## src/rtl/can_tx_serializer.sv

```systemverilog
// CAN 2.0A transmit serializer: SOF..IFS with on-the-fly CRC-15 and bit stuffing; frames are accepted only in IDLE, SOF is driven the cycle after acceptance.
// Bus errors are checked at the mid-bit sample point; on an error the node releases to recessive for one bit time and then returns to IDLE.
module can_tx_serializer #(
  parameter int          CLKS_PER_BIT = 8,
  parameter logic [14:0] CRC_POLY     = 15'h4599
) (
  input  logic        clk,
  input  logic        rst,
  input  logic        tx_valid,
  output logic        tx_ready,
  input  logic [10:0] tx_id,
  input  logic        tx_rtr,
  input  logic [3:0]  tx_dlc,
  input  logic [63:0] tx_data,
  input  logic        bus_bit,
  output logic        tx_bit,
  output logic        busy,
  output logic        tx_done,
  output logic        arb_lost,
  output logic        bit_error,
  output logic        ack_error
);

  localparam int PW = $clog2(CLKS_PER_BIT);
  localparam logic [PW-1:0] PH_LAST   = PW'(CLKS_PER_BIT - 1);
  localparam logic [PW-1:0] PH_SAMPLE = PW'(CLKS_PER_BIT / 2);

  localparam logic [3:0] ST_IDLE   = 4'd0;
  localparam logic [3:0] ST_SOF    = 4'd1;
  localparam logic [3:0] ST_ARB    = 4'd2;
  localparam logic [3:0] ST_CTRL   = 4'd3;
  localparam logic [3:0] ST_DATA   = 4'd4;
  localparam logic [3:0] ST_CRC    = 4'd5;
  localparam logic [3:0] ST_CRCDEL = 4'd6;
  localparam logic [3:0] ST_ACK    = 4'd7;
  localparam logic [3:0] ST_ACKDEL = 4'd8;
  localparam logic [3:0] ST_EOF    = 4'd9;
  localparam logic [3:0] ST_IFS    = 4'd10;
  localparam logic [3:0] ST_ABORT  = 4'd11;

  logic [3:0]    state_q, state_d;
  logic [6:0]    cnt_q, cnt_d;
  logic [PW-1:0] phase_q, phase_d;
  logic          tx_q, tx_d;
  logic          stuff_q, stuff_d;
  logic [2:0]    run_q, run_d;
  logic [14:0]   crc_q, crc_d;
  logic [17:0]   hdr_q, hdr_d;
  logic [63:0]   data_q, data_d;
  logic [6:0]    nbits_q, nbits_d;

  logic          sample, err_any, stuff_now, in_crc_span;
  logic [14:0]   crc_sh;
  logic [17:0]   hdr_sh;
  logic [63:0]   data_sh;
  logic [3:0]    adv_state;
  logic [6:0]    adv_cnt;
  logic          adv_bit;

  assign tx_ready = (state_q == ST_IDLE);
  assign busy     = !tx_ready;
  assign tx_bit   = tx_q;

  assign sample    = !rst && (state_q != ST_IDLE) && (state_q != ST_ABORT) && (phase_q == PH_SAMPLE);
  assign arb_lost  = sample && (state_q == ST_ARB) && tx_q && !bus_bit;
  assign ack_error = sample && (state_q == ST_ACK) && bus_bit;
  assign bit_error = sample && (((state_q == ST_ARB) && !tx_q && bus_bit) ||
                                ((state_q != ST_ARB) && (state_q != ST_ACK) && (bus_bit != tx_q)));
  assign err_any   = arb_lost || ack_error || bit_error;
  assign tx_done   = !rst && (state_q == ST_IFS) && (cnt_q == 7'd2) && (phase_q == PH_LAST);

  assign in_crc_span = (state_q == ST_SOF) || (state_q == ST_ARB) ||
                       (state_q == ST_CTRL) || (state_q == ST_DATA);
  assign stuff_now   = (in_crc_span || (state_q == ST_CRC)) && (run_q == 3'd5);

  // Field shifters move only when a real (unstuffed) bit ends, so a stuff bit leaves them untouched.
  always_comb begin
    crc_sh = crc_q;
    if (!stuff_q && in_crc_span)
      crc_sh = {crc_q[13:0], 1'b0} ^ ((tx_q ^ crc_q[14]) ? CRC_POLY : 15'h0);
    else if (!stuff_q && (state_q == ST_CRC))
      crc_sh = {crc_q[13:0], 1'b0};
    hdr_sh  = (!stuff_q && ((state_q == ST_ARB) || (state_q == ST_CTRL))) ? {hdr_q[16:0], 1'b0} : hdr_q;
    data_sh = (!stuff_q && (state_q == ST_DATA)) ? {data_q[62:0], 1'b0} : data_q;
  end

  always_comb begin
    adv_state = state_q;
    adv_cnt   = cnt_q + 7'd1;
    adv_bit   = 1'b1;
    case (state_q)
      ST_SOF: begin
        adv_state = ST_ARB;
        adv_cnt   = 7'd0;
        adv_bit   = hdr_sh[17];
      end
      ST_ARB: begin
        adv_bit = hdr_sh[17];
        if (cnt_q == 7'd11) begin
          adv_state = ST_CTRL;
          adv_cnt   = 7'd0;
        end
      end
      ST_CTRL: begin
        adv_bit = hdr_sh[17];
        if (cnt_q == 7'd5) begin
          adv_cnt = 7'd0;
          if (nbits_q == 7'd0) begin
            adv_state = ST_CRC;
            adv_bit   = crc_sh[14];
          end else begin
            adv_state = ST_DATA;
            adv_bit   = data_sh[63];
          end
        end
      end
      ST_DATA: begin
        adv_bit = data_sh[63];
        if (cnt_q == nbits_q - 7'd1) begin
          adv_state = ST_CRC;
          adv_cnt   = 7'd0;
          adv_bit   = crc_sh[14];
        end
      end
      ST_CRC: begin
        adv_bit = crc_sh[14];
        if (cnt_q == 7'd14) begin
          adv_state = ST_CRCDEL;
          adv_cnt   = 7'd0;
          adv_bit   = 1'b1;
        end
      end
      ST_CRCDEL: begin
        adv_state = ST_ACK;
        adv_cnt   = 7'd0;
      end
      ST_ACK: begin
        adv_state = ST_ACKDEL;
        adv_cnt   = 7'd0;
      end
      ST_ACKDEL: begin
        adv_state = ST_EOF;
        adv_cnt   = 7'd0;
      end
      ST_EOF: begin
        if (cnt_q == 7'd6) begin
          adv_state = ST_IFS;
          adv_cnt   = 7'd0;
        end
      end
      ST_IFS: begin
        if (cnt_q == 7'd2) begin
          adv_state = ST_IDLE;
          adv_cnt   = 7'd0;
        end
      end
      default: ;
    endcase
  end

  always_comb begin
    state_d = state_q;
    cnt_d   = cnt_q;
    phase_d = phase_q;
    tx_d    = tx_q;
    stuff_d = stuff_q;
    run_d   = run_q;
    crc_d   = crc_q;
    hdr_d   = hdr_q;
    data_d  = data_q;
    nbits_d = nbits_q;
    if (state_q == ST_IDLE) begin
      if (tx_valid) begin
        state_d = ST_SOF;
        cnt_d   = 7'd0;
        phase_d = '0;
        tx_d    = 1'b0;
        stuff_d = 1'b0;
        run_d   = 3'd1;
        crc_d   = 15'h0;
        hdr_d   = {tx_id, tx_rtr, 2'b00, tx_dlc};
        data_d  = tx_data;
        nbits_d = tx_rtr ? 7'd0 : ((tx_dlc > 4'd8) ? 7'd64 : {tx_dlc, 3'b000});
      end
    end else begin
      phase_d = (phase_q == PH_LAST) ? '0 : phase_q + PW'(1);
      if (err_any) begin
        state_d = ST_ABORT;
        cnt_d   = 7'd0;
      end else if (phase_q == PH_LAST) begin
        if (state_q == ST_ABORT) begin
          // One full recessive bit time after the failing bit, then release.
          tx_d = 1'b1;
          if (cnt_q == 7'd0) cnt_d = 7'd1;
          else               state_d = ST_IDLE;
        end else begin
          crc_d  = crc_sh;
          hdr_d  = hdr_sh;
          data_d = data_sh;
          if (stuff_now) begin
            tx_d    = ~tx_q;
            stuff_d = 1'b1;
            run_d   = 3'd1;
          end else begin
            state_d = adv_state;
            cnt_d   = adv_cnt;
            tx_d    = adv_bit;
            stuff_d = 1'b0;
            run_d   = (adv_bit != tx_q) ? 3'd1 : ((run_q == 3'd7) ? 3'd7 : run_q + 3'd1);
          end
        end
      end
    end
  end

  always_ff @(posedge clk) begin
    if (rst) begin
      state_q <= ST_IDLE;
      cnt_q   <= 7'd0;
      phase_q <= '0;
      tx_q    <= 1'b1;
      stuff_q <= 1'b0;
      run_q   <= 3'd0;
      crc_q   <= 15'h0;
      hdr_q   <= 18'h0;
      data_q  <= 64'h0;
      nbits_q <= 7'd0;
    end else begin
      state_q <= state_d;
      cnt_q   <= cnt_d;
      phase_q <= phase_d;
      tx_q    <= tx_d;
      stuff_q <= stuff_d;
      run_q   <= run_d;
      crc_q   <= crc_d;
      hdr_q   <= hdr_d;
      data_q  <= data_d;
      nbits_q <= nbits_d;
    end
  end

endmodule

```

## config.mk

```make
export PLATFORM = sky130hd
export DESIGN_NAME = can_tx_serializer
export DESIGN_NICKNAME = d
export VERILOG_FILES = /design/src/rtl/can_tx_serializer.sv
export SDC_FILE = /design/constraint.sdc
export NUM_CORES = 1
export LEC_CHECK = 0
export ABC_AREA = 1
export CORE_UTILIZATION = 35
export CTS_BUF_LIST = sky130_fd_sc_hd__clkbuf_4
export CTS_CLUSTER_SIZE = 12
export DETAILED_ROUTE_END_ITERATION = 8
export GPL_TIMING_DRIVEN = 0
export SLEW_MARGIN = 15
export SYNTH_ARGS = -nofsm -noshare
export SYNTH_HDL_FRONTEND = slang
export SYNTH_SLANG_ARGS = --single-unit
```

## constraint.sdc

```tcl
create_clock -name clk -period 1.75 [get_ports clk]
set_input_delay 0.35 -clock clk [delete_from_list [all_inputs] [get_ports clk]]
set_output_delay 0.35 -clock clk [all_outputs]
set_load 0.005 [all_outputs]
```

Word-level counts from Yosys, hierarchy flattened
Index checks and enable logic that the tools add are counted.
{"block": "classes", "n_addsub": 4, "magnitude_cmp": 1, "n_eq_ne": 38, "mux": 78, "n_bitwise": 3, "reduce_logical": 54}
{"op": "$mux W64", "n": 6}
{"op": "$mux W15", "n": 8}
{"op": "$mux W18", "n": 6}
{"op": "$mux W7", "n": 15}
{"op": "$mux W4", "n": 13}
{"op": "$pmux W7 S7", "n": 1}
{"op": "$pmux W4 S10", "n": 1}
{"op": "$mux W3", "n": 11}
{"op": "$ne A5 B3 Y1 const B", "n": 5}
{"op": "$logic_and A1 B1 Y1", "n": 21}
{"op": "$eq A4 B3 Y1 const B", "n": 4}
{"op": "$eq A4 B4 Y1 const B", "n": 4}
{"op": "$mux W1", "n": 16}
{"op": "$reduce_and A5 Y1", "n": 3}
{"op": "$xor A15 B15 Y15", "n": 1}
{"op": "$eq A7 B3 Y1 const B", "n": 2}
{"op": "$eq A7 B4 Y1 const B", "n": 2}
{"op": "$logic_not A7 Y1", "n": 2}
{"op": "$reduce_bool A13 Y1", "n": 1}
{"op": "$eq A3 B3 Y1 const B", "n": 4}
{"op": "$ne A4 B3 Y1 const B", "n": 3}
{"op": "$reduce_and A11 Y1", "n": 1}
{"op": "$eq A4 B2 Y1 const B", "n": 2}
{"op": "$logic_or A1 B1 Y1", "n": 8}
{"op": "25 further kinds", "n": 38}
{"block": "totals", "regBits": 123, "inputBits": 84, "output_inout_bits": 7, "wordCells": 191}

Longest topological paths before layout
Gate-level depths: netlist of run 1.
{"block": "depth", "word_depth": 16, "depth_mapped": 16, "ltp_nobuf": 16}

Least setup slack after synthesis of run 1
Ideal clock, no wire load.
{"block": "synth_timing", "kind": "reg2reg", "startpoint": "register nbits_q[3]", "endpoint": "register state_q[0]", "setup_ps": 113, "arrival_time_ps": 1735, "required_time_ps": 1637, "path_slack_ps": -98, "stages_incl_launch_ff": 15, "path_buffers": 0, "period_less_slack_ps": 1848, "cell_sequence": "dfxtp_1 -> inv_1 -> ha_1 -> nand2_1 -> nand2_1 -> nor2_1 -> nand2_1 -> nor2_1 -> nand2_1 -> nand2_1 -> nand3_1 -> a21oi_1 -> nand2_1 -> nand2_1 -> nor2_1"}
{"block": "synth_between", "elab_chain_cells": 9, "elab_cells_between_ends": 13, "cone_classes": "add/sub (1); eq/ne (2); mux (8); reduce/logical (2)"}
{"item": "from (decl)", "line_no": "50", "source": "logic [6:0] nbits_q, nbits_d;"}
{"item": "from (signal assigned)", "line_no": "238", "source": "nbits_q <= nbits_d;"}
{"item": "branches (longest 9 deep; another with $sub A7 B1 Y7)"}
{"item": "to (signal assigned)", "line_no": "229", "source": "state_q <= state_d;"}
{"item": "to (decl)", "line_no": "41", "source": "logic [3:0] state_q, state_d;"}
Parallel ways; which one is timed is not known. The select of a mux whose other input is x is not followed.
A chain may end at the register's enable or synchronous reset.

Worst setup path in the final report of run 1
{"block": "layout_timing", "startpoint": "register state_q[3]", "endpoint": "register data_q[30]"}
{"block": "layout_between", "elab_chain_cells": 11, "elab_cells_between_ends": 33, "cone_classes": "eq/ne (10); mux (1); reduce/logical (22)"}
{"item": "$reduce_bool A4 Y1", "line_no": "64", "source": "assign sample = !rst && (state_q != ST_IDLE) && (state_q != ST_ABORT) && (phase_q == PH_SAMPLE);"}
{"item": "$logic_and A1 B1 Y1 (3 in series)", "line_no": "64"}
{"item": "$logic_and A1 B1 Y1 (3 in series)", "line_no": "65", "source": "assign arb_lost = sample && (state_q == ST_ARB) && tx_q && !bus_bit;"}
{"item": "$logic_or A1 B1 Y1 (2 in series)", "line_no": "69", "source": "assign err_any = arb_lost || ack_error || bit_error;"}
{"item": "$ne A2 B2 Y1 (no source line)"}
{"item": "$reduce_and A5 Y1 (no source line)"}
{"item": "to (signal assigned)", "line_no": "237", "source": "data_q <= data_d;"}
{"item": "to (decl)", "line_no": "49", "source": "logic [63:0] data_q, data_d;"}
Several ways; a longest one is shown, not always the timed one.

==> results of run 1 <==
sequential cells by signal, indices dropped and copies added, names as in the netlist:
signal   cells
data_q      64
hdr_q       18
crc_q       15
cnt_q        7
nbits_q      4
state_q      4
phase_q      3
run_q        3
stuff_q      1
tx_bit       1
power by group through the flow:
| stage | Combinational [mW] | Clock [mW] | Sequential, mW |
|---|---|---|---|
| after detailed placement | 6.37 | 0 | 3.90 |
| after CTS | 9.56 | 2.00 | 3.86 |
| after floorplan | 4.73 | 0 | 3.81 |
| after global placement | 6.33 | 0 | 3.88 |
| after global routing | 11.5 | 2.17 | 4.00 |
| final | 10.5 | 1.97 | 3.92 |
layout make-up:
type,instances,share of cell area
antenna,1,0.000261
buffer,48,0.0425
clock buffer,22,0.0172
clock inverter,10,0.0108
inverter,139,0.0579
multi-input combinational,663,0.425
sequential,120,0.253
tap,229,0.0299
timing repair buffer,149,0.164
worst min path at each step:
stage	from	endpoint	slack [ns]	depth (start not counted)
finish	tx_dlc[0]	hdr_q[0]	0.39	3
floorplan	data_q[10]	data_q[10]	0.42	2
global placement	data_q[55]	data_q[55]	0.43	2
global route	tx_dlc[0]	hdr_q[0]	0.37	3
detailed placement	data_q[48]	data_q[48]	0.44	2
CTS	tx_dlc[0]	hdr_q[0]	0.36	3
critical path: stages (launching register included):
cell and delay (ns):
sky130_fd_sc_hd__dfxtp_4 0.40, sky130_fd_sc_hd__inv_4 0.04, sky130_fd_sc_hd__nor2_4 0.09, sky130_fd_sc_hd__buf_6 0.11
sky130_fd_sc_hd__nand2_4 0.05, sky130_fd_sc_hd__nand2_4 0.08, sky130_fd_sc_hd__nor2_4 0.05, sky130_fd_sc_hd__buf_6 0.12
sky130_fd_sc_hd__buf_6 0.11, sky130_fd_sc_hd__o21ai_4 0.09, sky130_fd_sc_hd__nand2_8 0.09, sky130_fd_sc_hd__nor2_8 0.19
sky130_fd_sc_hd__nand3_4 0.17, sky130_fd_sc_hd__buf_12 0.19, sky130_fd_sc_hd__buf_8 0.13, sky130_fd_sc_hd__o21ai_4 0.15
sky130_fd_sc_hd__a21oi_2 0.04
cell usage in the layout (no fill, tap or decap), types with 5 or more instances in the layout:
| master | netlist | final |
|---|---|---|
| sky130_fd_sc_hd__nand3_4 | 1 | 8 |
| sky130_fd_sc_hd__nand3_2 | 2 | 6 |
| sky130_fd_sc_hd__buf_12 | 0 | 9 |
| sky130_fd_sc_hd__clkbuf_1 | 27 | 24 |
| sky130_fd_sc_hd__inv_1 | 128 | 116 |
| sky130_fd_sc_hd__nor2_2 | 5 | 10 |
| sky130_fd_sc_hd__buf_6 | 7 | 30 |
| sky130_fd_sc_hd__nand2_4 | 1 | 9 |
| sky130_fd_sc_hd__o21ai_2 | 1 | 54 |
| sky130_fd_sc_hd__nand4_1 | 9 | 9 |
| sky130_fd_sc_hd__nand3_1 | 29 | 20 |
| sky130_fd_sc_hd__nand2_1 | 204 | 178 |
| sky130_fd_sc_hd__a21oi_2 | 0 | 59 |
| sky130_fd_sc_hd__dfxtp_1 | 120 | 112 |
| sky130_fd_sc_hd__buf_8 | 0 | 7 |
| sky130_fd_sc_hd__o21ai_0 | 171 | 90 |
| sky130_fd_sc_hd__nor2_1 | 67 | 51 |
| sky130_fd_sc_hd__inv_4 | 0 | 5 |
| sky130_fd_sc_hd__nor2_4 | 0 | 11 |
| sky130_fd_sc_hd__a21oi_1 | 124 | 64 |
| sky130_fd_sc_hd__clkbuf_4 | 0 | 22 |
| sky130_fd_sc_hd__or2_0 | 6 | 6 |
| sky130_fd_sc_hd__o21ai_4 | 0 | 7 |
| sky130_fd_sc_hd__nand2_2 | 3 | 20 |
| sky130_fd_sc_hd__inv_2 | 11 | 15 |
| sky130_fd_sc_hd__buf_2 | 13 | 5 |
| sky130_fd_sc_hd__buf_4 | 1 | 30 |
| sky130_fd_sc_hd__o21ai_1 | 1 | 22 |
| sky130_fd_sc_hd__dfxtp_4 | 0 | 6 |
| sky130_fd_sc_hd__ha_1 | 11 | 8 |
| sky130_fd_sc_hd__clkdlybuf4s50_1 | 0 | 83 |
through the flow:
step | cells | setup TNS (ns) | hold slack [ns] | cell area, um^2 | util
5_1_grt | 1381 | -53.32 | 0.365 | 9600 | 0.536
2_1_floorplan | 970 | -0.544 | 0.425 | 6480 | -
6_report | 1381 | -44.11 | 0.390 | 9600 | 0.536
3_5_place_dp | 1289 | -98.02 | 0.438 | 7670 | 0.428
3_3_place_gp | 1289 | -95.12 | 0.432 | 7670 | 0.428
4_1_cts | 1370 | -40.55 | 0.359 | 9170 | 0.512
cells by family (layout without fill, tap and decap cells):
| kind of cell | count (synthesis) | after routing | synth area share |
|---|---|---|---|
| xor gates and xnor gates | 4 | 4 | 0.00549 |
| adders and majority gates | 11 | 11 | 0.0216 |
| buffers and inverters | 189 | 368 | 0.123 |
| AOI/OAI and AO/OA | 308 | 308 | 0.249 |
| and+or+nand+nor | 338 | 340 | 0.225 |
| DFF | 120 | 120 | 0.376 |
| other | 0 | 1 | 0 |
per-layer routing:
layer,up-vias,GRT usage,wire (um)
li1,3499,-,-
met1,3215,0.286,8950
met2,178,0.351,9460
met3,35,0.0459,1100
met4,0,0.0794,354
met5,-,0,0
what timing repair did:
action / in CTS / in global routing
setup endpoints to repair: 122 / 121
endpoints found under the hold margin: 0 / 0
setup buffers: 33 / 12
gates cloned: 16 / 1
gates resized for setup: 310 / 99
pin swaps: 56 / 29
hold buffers: 0 / 0
==> run_results.csv, run 1 <==
group,metric,value,unit
synth,synthMostInstantiatedCell,"sky130_fd_sc_hd__nand2_1",
setup_path,worstSetupEndpoint,"data_q[30]",
power,comb_power_share,0.641,
timing,finalWorstPathRequiredPeriod,2.20,ns
synth,synth_sequential_area_ratio,0.376,
layout,final_net_count,1233,
synth,synth_top_area_share,0.376,
timing,final_slew_violations,0,
die,core-area,17900,um^2
timing,setup_viol,119,
setup_path,cp_max_fo,5,
layout,layout-drive-gt1-share,0.297,
placed_design,gp_congestion,0.891,
cts,cts_inserted_buffers,17,
routing,dr_total_vias,6927,
die,fp.dieArea,18800,um^2
synth,synthArstFlopShare,0,
power,internal_power,9.04,mW
synth,number_of_enable_type_register_cells_in_the_synthesized_netlist,0,
setup_path,timing.critical_path.required,2.20,ns
layout,layout.filler_cells,1720,
layout,final-seq-area,2430,um^2
power,clock_power_share,0.120,
setup_path,worstSetupStartpoint,"state_q[3]",
layout,multi_input_comb_area,4080,um^2
timing,worst_clock_skew,0.0145,ns
power,switching_power_share_of_the_total,0.449,
global_routing,grt_antenna_before_repair,1,
synth,number_of_distinct_standard_cells_referenced_by_the_synthesized_netlist,36,
status,violations,"setup timing",
flow_run,maxCapViolations,0,
cts,cts_root_cell,"sky130_fd_sc_hd__clkbuf_4",
synth,synthCells,970,
setup_path,worstPathArrival,2.66,ns
synth,synth.top_cells.by_area,"sky130_fd_sc_hd__dfxtp_1 38%, sky130_fd_sc_hd__o21ai_0 13%, sky130_fd_sc_hd__nand2_1 12%",
setup_path,rr_endpoint,"data_q[30]",
cts,clk_path_buf_depth,2,
power,total_switching_power,7.36,mW
power,static-leakage-power,3.79,nW
routing,ant_nets,0,
timing,rsz0062_at_grt,"yes",
routing,drt_first_pass_iters,6,
routing,routedWlPerCell,14.4,um
global_routing,vias_in_the_first_global_route,6435,
die,core.rowCount,49,
setup_path,timing.rr.start,"state_q[3]",
timing,timing.final.hold_violations,0,
setup_path,endpoint_kind,"flip-flop",
synth,synth_area_per_cell,6.58,um^2
power,ir_worst_vdd,0.000627,V
routing,drc,0,
global_routing,global_route.overflow_total,0,
layout,flow.area_growth_from_synthesis,50.4,%
global_routing,grt_start_max_net_pins,17,
cts,clock_pin_transition_on_the_worst_setup_and_hold_timing_paths,0.11,ns
placed_design,detailedPlace.worstSlack,-0.993,ns
global_routing,grt_util_all_layers,0.218,
cts,tritoncts_clock_tree,"built",
timing,actual_slew_at_the_worst_max_slew_pin,0.788,ns
cts,clock_tree.htree_level_count,4,
global_routing,grt_pass1_wl,31.8,mm
status,status,"finished, violations left",
cts,clock-sinks,120,
hold_path,worstHoldPathType,"in2reg",
synth,synth.ff_latch_count,120,
timing,final.period_utilization,1.26,
power,powerDensity,1710,nW/um^2
placed_design,hpwlAfterDp,12.5,mm
routing,detailedRoute.firstIterationViolations,421,
die,die_w,137,um
die,num_io_pins,91,
setup_path,type_of_the_worst_setup_path,"reg2reg",
die,start_util,0.356,
power,post-layout-total-power,16.4,mW
routing,aggregate_routed_wire_length,19.9,mm
setup_path,r2r.worst_path.cells,16,
timing,postLayoutSetupSlackWorst,-0.455,ns
synth,synth.net_count,1065,
synth,yosys_warnings,0,
synth,synthDominantAreaCellType,"sky130_fd_sc_hd__dfxtp_1",
setup_path,r2r_setup_slack,-0.45,ns
synth,synth_top_flop_cell,"sky130_fd_sc_hd__dfxtp_1",
timing,relative_slew_margins,0.475,
cts,clock_latency,0.56,ns
synth,synthTopCellsByCount,"204 x sky130_fd_sc_hd__nand2_1, 171 x sky130_fd_sc_hd__o21ai_0, 128 x sky130_fd_sc_hd__inv_1",
timing,max_freq,454,MHz
placed_design,port_buffers,90,
power,power_frac_seq,0.239,
routing,post_drt_via_cell_ratio,5.02,
synth,synth_area,6380,um^2
die,die_y,137,um
setup_path,worst_setup_path_start_kind,"flip-flop",
Power figures use the tool's default switching activity.
==> run 2: changes to the inputs <==
Settings changed: TNS_END_PERCENT from default to 10.
==> run_results.csv, run 2 (synthesis results as in run 1) <==
group,metric,value,unit
cts,tritoncts_clock_tree,"built",
routing,met1_wl,8.63,mm
routing,ant_nets,0,
die,core.rowCount,49,
setup_path,endpoint_kind,"flip-flop",
setup_path,timing.critical_path.required,2.19,ns
timing,setup_viol,119,
layout,regMostFlops,"data_q",
global_routing,grt_util_all_layers,0.204,
setup_path,cp_max_fo,6,
setup_path,r2r.worst_path.cells,16,
die,die_w,137,um
routing,routedWlPerCell,13.6,um
setup_path,worst_setup_path_start_kind,"flip-flop",
layout,layout.filler_cells,1800,
layout,flow.area_growth_from_synthesis,39.5,%
setup_path,critPathBufInv,6,
setup_path,crit_cells,16,
routing,highest_layer,"met4",
global_routing,global_route.overflow_total,0,
routing,aggregate_routed_wire_length,18.6,mm
status,violations,"setup timing",
cts,cts_inserted_buffers,17,
hold_path,worstHoldPathType,"in2reg",
setup_path,timing.rr.start,"state_q[0]",
routing,drc,0,
setup_path,critical-path-top-cell-by-count,"sky130_fd_sc_hd__nand2_4",
setup_path,worstPathCellList,"nand2_4, inv_4, nand2_4, nand2_4, nor2_4, buf_6, buf_6, o21ai_4, nand2_4, nor2_8, buf_12, nand3_4, buf_12, buf_8, o21ai_4, a21oi_2",
cts,clock_pin_transition_on_the_worst_setup_and_hold_timing_paths,0.11,ns
die,die_y,137,um
timing,max_freq,445,MHz
global_routing,grt_pass1_wl,29.8,mm
layout,stdcell_count,1369,
routing,dr_wl_met3,1.02,mm
power,ir_worst_vdd,0.000509,V
setup_path,type_of_the_worst_setup_path,"reg2reg",
routing,post_drt_via_cell_ratio,4.93,
hold_path,hold_depth,3,
layout,most-common-layout-cells,"186 x sky130_fd_sc_hd__nand2_1, 117 x sky130_fd_sc_hd__inv_1, 114 x sky130_fd_sc_hd__a21oi_1",
setup_path,worstPathArrival,2.69,ns
placed_design,numPlacedInstances,1289,
timing,finalWorstPathRequiredPeriod,2.25,ns
routing,drt_first_pass_iters,5,
setup_path,critPathMaxStageDelay,0.46,ns
setup_path,slowest_stage,"sky130_fd_sc_hd__dfxtp_2",
die,start_util,0.356,
power,powerDensity,1640,nW/um^2
cts,cts_root_cell,"sky130_fd_sc_hd__clkbuf_4",
layout,final-seq-area,2420,um^2
placed_design,port_buffers,90,
timing,relative_slew_margins,0.557,
global_routing,grt_antenna_before_repair,1,
setup_path,rr_endpoint,"data_q[30]",
timing,actual_slew_at_the_worst_max_slew_pin,0.664,ns
timing,worst_clock_skew,0.0184,ns
die,core-area,17900,um^2
layout,largest_register_ffs,64,
timing,final.period_utilization,1.29,
setup_path,timing.critical_path.max_delay_family,"buffers and inverters",
placed_design,gp_congestion,0.891,
hold_path,hold_path_startpoint,"tx_dlc[0]",
cts,clk_path_buf_depth,2,
status,status,"finished, violations left",
layout,final_common_cell,"sky130_fd_sc_hd__nand2_1",
placed_design,hpwlAfterDp,12.5,mm
die,fp.dieArea,18800,um^2
timing,rsz0062_at_grt,"yes",
hold_path,min_to,"hdr_q[0]",
routing,dr_total_vias,6755,
layout,multi_input_comb_area,3610,um^2
power,static-leakage-power,3.61,nW
timing,final_slew_violations,0,
layout,layout-drive-gt1-share,0.201,
setup_path,r2r_setup_slack,-0.50,ns
cts,clock_latency,0.55,ns
die,num_io_pins,91,
layout,biggestRegsByFlops,"data_q x64, hdr_q x18, crc_q x15",
power,post-layout-total-power,14.5,mW
flow_run,maxCapViolations,0,
cts,clock-sinks,120,
routing,wl_met2,8.59,mm
global_routing,grt_start_max_net_pins,17,
routing,detailedRoute.firstIterationViolations,461,
global_routing,vias_in_the_first_global_route,6089,
cts,clock_tree.htree_level_count,4,
layout,final_net_count,1221,
timing,timing.final.hold_violations,0,
timing,postLayoutSetupSlackWorst,-0.500,ns
==> run 2: cell types whose count changed in the layout (fill, tap and decap cells not counted), moves of 5 or more <==
cell                      before  now
sky130_fd_sc_hd__o21ai_4       7    2
sky130_fd_sc_hd__nand2_2      20   15
sky130_fd_sc_hd__o21ai_0      90  105
sky130_fd_sc_hd__o21ai_1      22   48
sky130_fd_sc_hd__a21oi_2      59    9
sky130_fd_sc_hd__buf_12        9    4
sky130_fd_sc_hd__nand2_1     178  186
sky130_fd_sc_hd__buf_6        30   25
sky130_fd_sc_hd__a21oi_1      64  114
sky130_fd_sc_hd__o21ai_2      54   18
==> run 2: per-layer routing <==
metal / GRT usage / vias to the layer above
li1: - / 3471
met1: 0.273 / 3086
met5: 0 / -
met4: 0.0788 / 0
met3: 0.0459 / 25
met2: 0.316 / 173
==> run 2: area by class of cell <==
| type | count | share of cell area |
|---|---|---|
| inverter | 139 | 0.0610 |
| multi-input combinational | 662 | 0.406 |
| clock inverter | 10 | 0.0117 |
| clock buffer | 22 | 0.0186 |
| buffer | 49 | 0.0425 |
| antenna | 1 | 0.000281 |
| sequential | 120 | 0.272 |
| tap | 229 | 0.0322 |
| timing repair buffer | 137 | 0.155 |
==> run 2: worst min-delay path, delay by kind of cell <==
family	cells	cell delay (ns)
compound gates	1	0.06
buf+inv	1	0.43
simple gates	1	0.08
==> run 2: power by group <==
part / leakage (nW) / internal [mW] / switching (mW)
Clock: 0.153 / 0.909 / 1.04
Combinational: 2.47 / 3.74 / 4.96
Sequential: 0.990 / 3.51 / 0.397
==> run 2: how the worst max path moves through the flow <==
stage / slack [ns] / from / end
floorplan: -0.01 / state_q[1] / data_q[10]
global placement: -0.97 / rst / tx_done
detailed placement: -0.99 / rst / tx_done
CTS: -0.44 / state_q[3] / arb_lost
global route: -0.56 / state_q[3] / data_q[32]
finish: -0.50 / state_q[0] / data_q[30]
==> run 2: repair_timing <==
action / in CTS / in global routing
hold buffers: 0 / 0
resized for setup: 154 / 94
endpoints found under the setup margin: 122 / 121
gates cloned: 5 / 2
endpoints found under the hold margin: 0 / 0
setup buffers: 24 / 17
pin swaps: 18 / 35
==> run 2: metrics by stage <==
| step | cell area (um^2) | hold WS, ns | setup WS, ns | setup TNS, ns | util |
|---|---|---|---|---|---|
| 3_3_place_gp | 7670 | 0.432 | -0.971 | -95.12 | 0.428 |
| 3_5_place_dp | 7670 | 0.438 | -0.993 | -98.02 | 0.428 |
| 2_1_floorplan | 6480 | 0.425 | -0.00950 | -0.544 | - |
| 6_report | 8900 | 0.396 | -0.500 | -46.17 | 0.497 |
| 5_1_grt | 8900 | 0.379 | -0.560 | -56.02 | 0.497 |
| 4_1_cts | 8500 | 0.359 | -0.444 | -38.35 | 0.475 |
==> run 3: changes to the inputs <==
Settings changed: TNS_END_PERCENT 10 to 5.
==> run_results.csv, run 3 (synthesis results as in run 1) <==
group,metric,value,unit
cts,clock-sinks,120,
timing,timing.final.hold_violations,0,
setup_path,type_of_the_worst_setup_path,"reg2reg",
timing,setup_viol,119,
power,ir_worst_vdd,0.000539,V
layout,final_net_count,1215,
layout,regMostFlops,"data_q",
die,start_util,0.356,
cts,clock_pin_transition_on_the_worst_setup_and_hold_timing_paths,0.11,ns
layout,flow.area_growth_from_synthesis,38.3,%
layout,stdcell_count,1363,
status,status,"finished, violations left",
die,fp.dieArea,18800,um^2
setup_path,worstPathArrival,2.63,ns
placed_design,port_buffers,90,
die,num_io_pins,91,
die,core-area,17900,um^2
power,static-leakage-power,3.55,nW
die,die_w,137,um
placed_design,hpwlAfterDp,12.5,mm
placed_design,detailedPlace.worstSlack,-0.993,ns
routing,post_drt_via_cell_ratio,4.95,
cts,tritoncts_clock_tree,"built",
flow_run,maxCapViolations,0,
setup_path,timing.rr.start,"state_q[0]",
setup_path,endpoint_kind,"flip-flop",
routing,drt_first_pass_iters,5,
routing,routedWlPerCell,13.6,um
status,violations,"setup timing",
timing,rsz0062_at_grt,"yes",
hold_path,hold_path_startpoint,"tx_dlc[0]",
cts,clk_path_buf_depth,2,
timing,finalWorstPathRequiredPeriod,2.17,ns
setup_path,worstSetupStartpoint,"state_q[0]",
routing,aggregate_routed_wire_length,18.6,mm
layout,layout-drive-gt1-share,0.197,
global_routing,global_route.overflow_total,0,
timing,worst_clock_skew,0.0175,ns
layout,layout.cell_area.non_filler,8830,um^2
placed_design,placed_area,7670,um^2
layout,largest_register_ffs,64,
hold_path,worstHoldPathType,"in2reg",
layout,biggestRegsByFlops,"data_q x64, hdr_q x18, crc_q x15",
setup_path,timing.critical_path.required,2.21,ns
routing,ant_nets,0,
timing,final.period_utilization,1.24,
timing,actual_slew_at_the_worst_max_slew_pin,0.641,ns
global_routing,grt_pass1_wl,29.5,mm
global_routing,vias_in_the_first_global_route,6033,
placed_design,gp_congestion,0.891,
timing,final_slew_violations,0,
routing,detailedRoute.firstIterationViolations,395,
setup_path,worst_setup_path_start_kind,"flip-flop",
global_routing,grt_util_all_layers,0.202,
cts,clock_tree.htree_level_count,4,
die,core.rowCount,49,
layout,final_common_cell,"sky130_fd_sc_hd__nand2_1",
layout,most-common-layout-cells,"192 x sky130_fd_sc_hd__nand2_1, 134 x sky130_fd_sc_hd__o21ai_0, 119 x sky130_fd_sc_hd__inv_1",
timing,relative_slew_margins,0.573,
die,die_y,137,um
cts,cts_hold_repair.buffers,0,
power,powerDensity,1610,nW/um^2
timing,max_freq,460,MHz
routing,dr_total_vias,6751,
timing,postLayoutSetupSlackWorst,-0.423,ns
cts,clock_latency,0.56,ns
cts,cts_inserted_buffers,17,
routing,drc,0,
setup_path,cp_max_fo,6,
placed_design,numPlacedInstances,1289,
cts,cts_root_cell,"sky130_fd_sc_hd__clkbuf_4",
global_routing,grt_antenna_before_repair,1,
global_routing,grt_start_max_net_pins,17,
## run 3: worst paths after layout
| check | endpoint | slack (ns) | cells after the start |
|---|---|---|---|
| worst min-delay path | hdr_q[0] | 0.39 | 3 |
| worst max-delay path | run_q[0] | -0.42 | 17 |
| worst min register to register | data_q[23] | 0.45 | 2 |
| worst max register to register | run_q[0] | -0.42 | 17 |
## run 3: routing by layer
metal  global-route usage  up-vias  share of wire
li1                     -     3461              -
met4               0.0726        0          0.019
met5                    0        -              0
met3               0.0463       31          0.048
met2                0.315      170           0.46
met1                0.271     3089           0.47
## run 3: what timing repair did
item                       CTS  global route
resized for setup          117            93
setup endpoints to repair  122           121
buffers inserted            21            15
cloned                       2             5
pin swaps                   18            30
## run 3: report_power, final
part	internal, mW	switching (mW)
Combinational	3.45	4.94
Clock	0.908	1.04
Sequential	3.51	0.394
## run 3: area by class of cell
type	count	area, um^2
Fill cell	1823	9080
Timing Repair Buffer	130	1270
Clock buffer	22	165
Sequential cell	120	2420
Clock inverter	10	104
Buffer	49	382
Antenna cell	1	2.50
Tap cell	229	287
Multi-Input combinational cell	663	3650
Inverter	139	543
## run 3: critical path, stage by stage, from the launching register on
cell and delay (ns):
sky130_fd_sc_hd__dfxtp_2 0.45, sky130_fd_sc_hd__nand2_4 0.10, sky130_fd_sc_hd__inv_4 0.08, sky130_fd_sc_hd__nand2_4 0.06
sky130_fd_sc_hd__nand2_4 0.08, sky130_fd_sc_hd__nor2_4 0.05, sky130_fd_sc_hd__buf_6 0.11, sky130_fd_sc_hd__buf_6 0.11
sky130_fd_sc_hd__o21ai_4 0.07, sky130_fd_sc_hd__nand2_4 0.12, sky130_fd_sc_hd__nor2_8 0.20, sky130_fd_sc_hd__buf_12 0.14
sky130_fd_sc_hd__nand3_4 0.09, sky130_fd_sc_hd__buf_8 0.16, sky130_fd_sc_hd__nor2_2 0.07, sky130_fd_sc_hd__nand3_1 0.07
sky130_fd_sc_hd__nand2_1 0.07, sky130_fd_sc_hd__inv_1 0.03
## run 3: per-stage QoR
step	total power [mW]	hold WS (ns)	util	setup TNS [ns]
2_1_floorplan	8.54	0.425	-	-0.544
3_3_place_gp	10.2	0.432	0.428	-95.12
3_5_place_dp	10.3	0.438	0.428	-98.02
4_1_cts	13.2	0.359	0.468	-41.47
5_1_grt	15.5	0.378	0.493	-50.80
6_report	14.3	0.391	0.493	-42.92
